==> src/rtl/route_compute_scheduler_pkg.sv <==
// -----------------------------------------------------------------------------
// rc_pkg
//   Shared types for the route-compute scheduler slice.
//   - port_idx_t : router input port index (N, E, S, W, Local)
//   - dir_t      : 2-bit output direction code produced by route_compute
//   - rc_state_t : per-port request state (IDLE, WAIT, DONE)
//   Direction codes line up with the port index of the output port they select,
//   so N=0, E=1, S=2, W=3. Ejection to Local is flagged separately by the
//   scheduler and carries direction code 0.
// -----------------------------------------------------------------------------
package rc_pkg;

    typedef enum logic [2:0] {
        PORT_N = 3'd0,
        PORT_E = 3'd1,
        PORT_S = 3'd2,
        PORT_W = 3'd3,
        PORT_L = 3'd4
    } port_idx_t;

    typedef logic [1:0] dir_t;

    typedef enum logic [1:0] {
        RC_IDLE = 2'd0,
        RC_WAIT = 2'd1,
        RC_DONE = 2'd2
    } rc_state_t;

    localparam dir_t DIR_N = dir_t'(PORT_N);
    localparam dir_t DIR_E = dir_t'(PORT_E);
    localparam dir_t DIR_S = dir_t'(PORT_S);
    localparam dir_t DIR_W = dir_t'(PORT_W);

endpackage

==> src/rtl/route_compute_scheduler_if.sv <==
// -----------------------------------------------------------------------------
// route_compute_scheduler_if
//   Bundles the head-flit request side and the route-result side of the
//   scheduler.
//   master (input-buffer / VC-allocator side):
//     drives  req, req_dest, route_ack
//     samples req_ready, route_valid, route_dir, route_local
//   slave  (scheduler side): the mirror image.
//   req_dest and route_dir are flattened per port, port p occupying
//   [p*ROUTER_ID_BITS +: ROUTER_ID_BITS] and [2*p +: 2] respectively.
// -----------------------------------------------------------------------------
interface route_compute_scheduler_if #(
    parameter int NUM_PORTS      = 5,
    parameter int ROUTER_ID_BITS = 4
) ();

    logic [NUM_PORTS-1:0]                req;
    logic [NUM_PORTS*ROUTER_ID_BITS-1:0] req_dest;
    logic [NUM_PORTS-1:0]                req_ready;
    logic [NUM_PORTS-1:0]                route_valid;
    logic [NUM_PORTS*2-1:0]              route_dir;
    logic [NUM_PORTS-1:0]                route_local;
    logic [NUM_PORTS-1:0]                route_ack;

    modport master (
        output req,
        output req_dest,
        output route_ack,
        input  req_ready,
        input  route_valid,
        input  route_dir,
        input  route_local
    );

    modport slave (
        input  req,
        input  req_dest,
        input  route_ack,
        output req_ready,
        output route_valid,
        output route_dir,
        output route_local
    );

endinterface

==> src/rtl/route_compute.sv <==
// -----------------------------------------------------------------------------
// route_compute
//   Combinational dimension-ordered (XY) routing for a 2-D mesh.
//   Router id = y*ROUTER_PER_ROW + x, y grows towards South.
//   X is resolved first (E/W), then Y (S/N). Destination equal to the current
//   router yields DIR_N (0); the caller flags ejection on its own.
//   Ports:
//     i_current_router  this router's id
//     i_dest_router     destination router id
//     o_dir             output direction code (rc_pkg::dir_t)
// -----------------------------------------------------------------------------
module route_compute
    import rc_pkg::*;
#(
    parameter int NUM_ROUTERS    = 16,
    parameter int ROUTER_PER_ROW = 4
) (
    input  logic [$clog2(NUM_ROUTERS)-1:0] i_current_router,
    input  logic [$clog2(NUM_ROUTERS)-1:0] i_dest_router,
    output dir_t                           o_dir
);

    int w_cur_x;
    int w_cur_y;
    int w_dst_x;
    int w_dst_y;

    always_comb begin
        w_cur_x = int'(i_current_router) % ROUTER_PER_ROW;
        w_cur_y = int'(i_current_router) / ROUTER_PER_ROW;
        w_dst_x = int'(i_dest_router) % ROUTER_PER_ROW;
        w_dst_y = int'(i_dest_router) / ROUTER_PER_ROW;
        o_dir   = DIR_N;
        if (w_dst_x > w_cur_x) begin
            o_dir = DIR_E;
        end else if (w_dst_x < w_cur_x) begin
            o_dir = DIR_W;
        end else if (w_dst_y > w_cur_y) begin
            o_dir = DIR_S;
        end else begin
            o_dir = DIR_N;
        end
    end

endmodule

==> src/rtl/route_compute_scheduler_rr_arbiter.sv <==
// -----------------------------------------------------------------------------
// rc_rr_arbiter
//   Round-robin arbiter for the shared route_compute unit.
//   The search starts at r_ptr and wraps NUM_PORTS-1 -> 0; after a grant to
//   port g the pointer moves to g+1 (mod NUM_PORTS), so the winner becomes the
//   lowest priority next cycle and every requester is served within
//   NUM_PORTS cycles. The pointer holds when nothing is granted.
//   Ports:
//     clk, reset      clock, asynchronous active-high reset (r_ptr -> 0)
//     i_req           per-port request vector
//     o_grant         one-hot grant (combinational)
//     o_grant_valid   any grant this cycle
// -----------------------------------------------------------------------------
module rc_rr_arbiter #(
    parameter int NUM_PORTS = 5
) (
    input  logic                 clk,
    input  logic                 reset,
    input  logic [NUM_PORTS-1:0] i_req,
    output logic [NUM_PORTS-1:0] o_grant,
    output logic                 o_grant_valid
);

    localparam int PTR_W = (NUM_PORTS > 1) ? $clog2(NUM_PORTS) : 1;

    logic [PTR_W-1:0] r_ptr;
    logic [PTR_W-1:0] w_idx;
    logic [PTR_W-1:0] w_gidx;
    logic [PTR_W-1:0] w_ptr_nxt;

    // Rotating priority search: first requester at or after r_ptr wins.
    always_comb begin
        o_grant       = '0;
        o_grant_valid = 1'b0;
        w_gidx        = '0;
        w_idx         = '0;
        for (int i = 0; i < NUM_PORTS; i++) begin
            w_idx = PTR_W'((int'(r_ptr) + i) % NUM_PORTS);
            if (!o_grant_valid && i_req[w_idx]) begin
                o_grant_valid  = 1'b1;
                o_grant[w_idx] = 1'b1;
                w_gidx         = w_idx;
            end
        end
    end

    always_comb begin
        w_ptr_nxt = r_ptr;
        if (o_grant_valid) begin
            if (w_gidx == PTR_W'(NUM_PORTS - 1)) begin
                w_ptr_nxt = '0;
            end else begin
                w_ptr_nxt = w_gidx + PTR_W'(1);
            end
        end
    end

    always_ff @(posedge clk or posedge reset) begin
        if (reset) begin
            r_ptr <= '0;
        end else begin
            r_ptr <= w_ptr_nxt;
        end
    end

endmodule

==> src/rtl/route_compute_scheduler.sv <==
// -----------------------------------------------------------------------------
// route_compute_scheduler
//   Shares one route_compute datapath among all input ports of a VC router.
//   Each port runs a small IDLE -> WAIT -> DONE FSM:
//     IDLE : req_ready=1. On req the destination is captured. A destination
//            equal to current_router ejects locally and goes straight to DONE
//            without using an arbitration slot; anything else goes to WAIT.
//     WAIT : competes for the shared route_compute unit. The granted port's
//            captured destination is steered into the single instance and
//            the resulting direction is registered in the same cycle.
//     DONE : route_valid=1, route_dir/route_local held stable until
//            route_ack, then back to IDLE (so back-to-back heads on one port
//            always see one IDLE cycle).
//   Ports:
//     clk             clock
//     reset           asynchronous, active-high; discards all in-flight work
//     current_router  this router's id, static after reset
//     bus             route_compute_scheduler_if.slave (req/req_dest/req_ready,
//                     route_valid/route_dir/route_local/route_ack)
// -----------------------------------------------------------------------------
module route_compute_scheduler
    import rc_pkg::*;
#(
    parameter int NUM_PORTS      = 5,
    parameter int NUM_ROUTERS    = 16,
    parameter int ROUTER_PER_ROW = 4
) (
    input  logic                           clk,
    input  logic                           reset,
    input  logic [$clog2(NUM_ROUTERS)-1:0] current_router,
    route_compute_scheduler_if.slave       bus
);

    localparam int ROUTER_ID_BITS = $clog2(NUM_ROUTERS);

    logic [NUM_PORTS-1:0]                w_wait;
    logic [NUM_PORTS-1:0]                w_grant;
    logic                                w_grant_valid;
    logic [NUM_PORTS*ROUTER_ID_BITS-1:0] w_dest_flat;
    logic [ROUTER_ID_BITS-1:0]           w_sel_dest;
    dir_t                                w_rc_dir;

    rc_rr_arbiter #(
        .NUM_PORTS (NUM_PORTS)
    ) u_arb (
        .clk           (clk),
        .reset         (reset),
        .i_req         (w_wait),
        .o_grant       (w_grant),
        .o_grant_valid (w_grant_valid)
    );

    // Grant is one-hot, so a plain select loop is a clean AND-OR mux.
    always_comb begin
        w_sel_dest = '0;
        for (int i = 0; i < NUM_PORTS; i++) begin
            if (w_grant_valid && w_grant[i]) begin
                w_sel_dest = w_dest_flat[i*ROUTER_ID_BITS +: ROUTER_ID_BITS];
            end
        end
    end

    route_compute #(
        .NUM_ROUTERS    (NUM_ROUTERS),
        .ROUTER_PER_ROW (ROUTER_PER_ROW)
    ) u_route_compute (
        .i_current_router (current_router),
        .i_dest_router    (w_sel_dest),
        .o_dir            (w_rc_dir)
    );

    for (genvar p = 0; p < NUM_PORTS; p++) begin : g_port

        rc_state_t                 r_state;
        rc_state_t                 w_state_nxt;
        logic [ROUTER_ID_BITS-1:0] r_dest;
        dir_t                      r_dir;
        logic                      r_local;
        logic [ROUTER_ID_BITS-1:0] w_req_dest;
        logic                      w_is_local;
        logic                      w_accept;
        logic                      w_take;

        assign w_req_dest = bus.req_dest[p*ROUTER_ID_BITS +: ROUTER_ID_BITS];
        assign w_is_local = (w_req_dest == current_router);
        assign w_accept   = (r_state == RC_IDLE) && bus.req[p];
        assign w_take     = (r_state == RC_WAIT) && w_grant[p];

        always_comb begin
            w_state_nxt = r_state;
            unique case (r_state)
                RC_IDLE: begin
                    if (bus.req[p]) begin
                        w_state_nxt = w_is_local ? RC_DONE : RC_WAIT;
                    end
                end
                RC_WAIT: begin
                    if (w_grant[p]) begin
                        w_state_nxt = RC_DONE;
                    end
                end
                RC_DONE: begin
                    // req is deliberately not looked at here: a new head is
                    // only accepted once the port is back in IDLE.
                    if (bus.route_ack[p]) begin
                        w_state_nxt = RC_IDLE;
                    end
                end
                default: w_state_nxt = RC_IDLE;
            endcase
        end

        always_ff @(posedge clk or posedge reset) begin
            if (reset) begin
                r_state <= RC_IDLE;
                r_dest  <= '0;
                r_dir   <= '0;
                r_local <= 1'b0;
            end else begin
                r_state <= w_state_nxt;
                if (w_accept) begin
                    r_dest  <= w_req_dest;
                    r_dir   <= '0;
                    r_local <= w_is_local;
                end else if (w_take) begin
                    r_dir   <= w_rc_dir;
                    r_local <= 1'b0;
                end
            end
        end

        assign w_wait[p]                 = (r_state == RC_WAIT);
        assign w_dest_flat[p*ROUTER_ID_BITS +: ROUTER_ID_BITS] = r_dest;
        assign bus.req_ready[p]          = (r_state == RC_IDLE);
        assign bus.route_valid[p]        = (r_state == RC_DONE);
        assign bus.route_dir[2*p +: 2]   = r_dir;
        assign bus.route_local[p]        = r_local;
    end

endmodule
==> src/flat_wrapper.sv <==
// flat-port wrapper written by rule: the top's interface ports become plain ports
module route_compute_scheduler_flat import rc_pkg::*;
#(
    parameter int NUM_PORTS      = 5,
    parameter int NUM_ROUTERS    = 16,
    parameter int ROUTER_PER_ROW = 4
)
  (clk, reset, current_router, bus_req, bus_req_dest, bus_route_ack, bus_req_ready, bus_route_valid, bus_route_dir, bus_route_local);
  route_compute_scheduler_if #(.NUM_PORTS(NUM_PORTS)) bus_i ();
  input  logic clk;
  input  logic reset;
  input  logic [$clog2(NUM_ROUTERS)-1:0] current_router;
  input wire logic [$bits(bus_i.req)-1:0] bus_req;
  input wire logic [$bits(bus_i.req_dest)-1:0] bus_req_dest;
  input wire logic [$bits(bus_i.route_ack)-1:0] bus_route_ack;
  output wire logic [$bits(bus_i.req_ready)-1:0] bus_req_ready;
  output wire logic [$bits(bus_i.route_valid)-1:0] bus_route_valid;
  output wire logic [$bits(bus_i.route_dir)-1:0] bus_route_dir;
  output wire logic [$bits(bus_i.route_local)-1:0] bus_route_local;
  assign bus_i.req = bus_req;
  assign bus_i.req_dest = bus_req_dest;
  assign bus_i.route_ack = bus_route_ack;
  assign bus_req_ready = bus_i.req_ready;
  assign bus_route_valid = bus_i.route_valid;
  assign bus_route_dir = bus_i.route_dir;
  assign bus_route_local = bus_i.route_local;
  route_compute_scheduler #(.NUM_PORTS(NUM_PORTS), .NUM_ROUTERS(NUM_ROUTERS), .ROUTER_PER_ROW(ROUTER_PER_ROW)) u_core (.clk(clk), .reset(reset), .current_router(current_router), .bus(bus_i));
endmodule
==> config.mk <==
export PLATFORM = sky130hd
export DESIGN_NAME = route_compute_scheduler_flat
export DESIGN_NICKNAME = d
export VERILOG_FILES = /design/src/rtl/route_compute_scheduler_pkg.sv /design/src/rtl/route_compute_scheduler_if.sv /design/src/rtl/route_compute.sv /design/src/rtl/route_compute_scheduler_rr_arbiter.sv /design/src/rtl/route_compute_scheduler.sv /design/src/flat_wrapper.sv
export SDC_FILE = /design/constraint.sdc
export NUM_CORES = 1
export LEC_CHECK = 0
export ABC_AREA = 1
export BUFFER_PORTS_ARGS = -buffer_cell sky130_fd_sc_hd__buf_4
export CAP_MARGIN = 20
export CORE_UTILIZATION = 49
export DETAILED_ROUTE_END_ITERATION = 7
export GPL_TIMING_DRIVEN = 0
export PLACE_DENSITY = 0.7
export RECOVER_POWER = 100
export SLEW_MARGIN = 40
export SYNTH_ARGS = -nofsm -noshare
export SYNTH_HDL_FRONTEND = slang
export SYNTH_SLANG_ARGS = --single-unit
==> constraint.sdc <==
create_clock -name clk -period 5.7 [get_ports clk]
set_input_delay 1.14 -clock clk [delete_from_list [all_inputs] [get_ports clk]]
set_output_delay 1.14 -clock clk [all_outputs]
set_load 0.05 [all_outputs]
==> reports/qor.yml <==
status: "complete, but fails checks"
violations: "max-capacitance violations, max-slew violations"
die_area_mm2: 0.00936
syn_avg_cell_area_um2: 7.49
nets: 716
dp_hpwl_um: 8440
ant_nets: 0
fin_worst_skew_ns: 0.00954
setup_violations: 0
fin_crit_ns: 5.32
netlist_area_mm2: 0.00440
mostFrequentLayoutCell: "nand2_1"
final_cell_mix: "nand2_1, inv_1, dfrtp_1"
worstPathArrival_ns: 5.52
critPathSlowestCell: "dfrtp_2"
maxCapViolations: 1
first_pass_iters: 4
grt_pass1_wl_um: 18000
syn2layout_area_growth_pct: 15.0
worst_setup_path_end_kind: "flop"
grt_max_degree: 44
grt_util_met3: 0.0275
worstMarginPinSlew_ns: 2.29
reg2reg_from: "u_core.u_arb.r_ptr[0]"
fillers: 835
port_buffers: 58
r2r_slack_ns: 0.38
finalMaxSlewViolations: 44
core-area_mm2: 0.00872
ys_ff_latch: 48
root_buffer: "clkbuf_8"
die_x_um: 96.8
grt_use_total: 0.233
ys_seq_area_frac: 0.273
drcViolationCount: 0
seq_area_mm2: 0.00120
period_share: 0.933
cp_data_required_time_ns: 5.90
cts_sinks: 48
multi_input_area_mm2: 0.00285
routedWlPerCell_um: 13.7
routed_wl_um: 10500
post-route-util: 0.580
drive_gt1_frac: 0.248
cp_max_fo: 10
postSynthCellCount: 587
gp_congestion: 0.885
cts.path.max_buffers: 2
ios: 61
via_per_inst: 5.22
cp_common_cell: "inv_1"
slowest_delay_ns: 0.43
start_util: 0.504
ys_warn_count: 0
worst_r2r_endpoint: "u_core.g_port[3].r_dir[1]"
clk_latency_ns: 0.31
stdcell_area_mm2: 0.00506
hold_path_class: "reg -> reg"
gr-usage-met2: 0.408
clk_pin_slew_ns: 0.09
cts_buffers: 5
fp-row-count: 34
min_to: "u_core.g_port[1].r_dest[0]"
grtUsageMet1: 0.314
cts_tree: "built"
grt-ovfl-total: 0
dieHeight_um: 96.8
hold_viol: 0
fmax_ghz: 0.188
synth_area_leaders: "dfrtp_1, nand2_1, ha_1, inv_1, xnor2_1"
synth_top_area_share: 0.273
synth_area_leader_cell: "dfrtp_1"
first_global_vias: 3914
diodes: 0
synthesis.nets: 648
startpoint_type: "flop"
vias: 3991
drtIter0Drc: 140
grt-busiest-layer: "met2"
critPathKind: "reg -> reg"
r2r_cells: 35
slew_headroom: -0.530
postCtsHoldBufs: 0
holdPathStages: 2
antenna_found_initial: 0
hp-start: "u_core.g_port[1].r_dest[0]"
ys_types: 42
htree_levels: 2
postPlaceCellArea_mm2: 0.00499
## metrics by stage
step           setup TNS, ns  instances  hold WS [ns]  worst slack, ns
2_1_floorplan              0        587         0.449            0.701
3_3_place_gp          -0.252        753         0.465           -0.128
3_5_place_dp          -0.849        754         0.470           -0.298
4_1_cts                    0        762         0.495           0.0115
5_1_grt               -0.107        764         0.527          -0.0481
6_report                   0        764         0.490            0.383
## worst max-delay path, delay by kind of cell, from the launching register on
family                     cells  cell delay [ns]
and+or+nand+nor               17             2.07
xor gates and xnor gates       1             0.20
adders and majority gates      5             1.14
buffers and inverters          9             0.79
AOI/OAI and AO/OA              3             0.57
DFF                            1             0.43
## area by class of cell
| type | instances | area share |
|---|---|---|
| clock inverters | 2 | 0.00297 |
| inverters | 90 | 0.0690 |
| flip-flops and latches | 48 | 0.238 |
| well taps | 108 | 0.0267 |
| plain buffers | 12 | 0.0156 |
| multi-input cells | 437 | 0.563 |
| repair buffers | 61 | 0.0690 |
| clock buffers | 6 | 0.0163 |
## routing by layer
layer | routed length [um] | vias up
met1 | 4840 | 1861
met3 | 477 | 12
met5 | 0 | -
li1 | - | 2032
met2 | 5020 | 86
met4 | 124 | 0
## logic make-up (layout without fill, tap and decap cells)
family          after synthesis  count (layout)  synth area share
fa+ha+maj                    25              25            0.0711
xor+xnor                     25              25            0.0540
buf+inv                     102             171            0.0953
compound gates               78              78             0.109
mux                          15              15            0.0384
flops                        48              48             0.273
simple gates                294             294             0.359
## state kept, by name, summed over array words and instances (netlist names)
signal and flops:
u_core.g_port.r_dest 20, u_core.g_port.r_dir 10, u_core.g_port.r_local 5, u_core.g_port.r_state 10, u_core.u_arb.r_ptr 3
## how the worst max path moves through the flow
| stage | startpoint | slack, ns | to | cells past startpoint |
|---|---|---|---|---|
| 2_1_floorplan | u_core.u_arb.r_ptr[0] | 0.70 | u_core.g_port[1].r_dir[1] | 35 |
| 3_3_place_gp | u_core.u_arb.r_ptr[0] | -0.13 | u_core.g_port[3].r_dir[1] | 35 |
| 6_report | u_core.u_arb.r_ptr[0] | 0.38 | u_core.g_port[3].r_dir[1] | 35 |
| 4_1_cts | u_core.u_arb.r_ptr[0] | 0.01 | u_core.g_port[3].r_dir[1] | 35 |
| 5_1_grt | u_core.u_arb.r_ptr[0] | -0.05 | u_core.g_port[3].r_dir[1] | 36 |
| 3_5_place_dp | u_core.u_arb.r_ptr[0] | -0.30 | u_core.g_port[1].r_dir[1] | 35 |
## cell usage after synthesis, drive strengths merged
master	count
o21ai	39
a31oi	4
nand4	24
clkbuf	5
inv	89
a21oi	23
buf	7
xnor2	21
or2	1
dfrtp	48
xor2	4
nand3b	3
o21a	1
nand2	157
a22o	4
o31ai	1
nor3	4
clkinv	1
nand3	45
ha	25
mux2	15
o22ai	3
o211ai	3
nor3b	1
nor2	59
## what timing repair did
| item | CTS | global route |
|---|---|---|
| pin swaps | 0 | 3 |
| hold endpoints to repair | 0 | 0 |
| setup buffers | 0 | 2 |
| resized for setup | 5 | 14 |
| endpoints found under the setup margin | 7 | 10 |
Power is not shown: default switching activity piles up to over one toggle a cycle in this logic, so the estimate is an artifact.
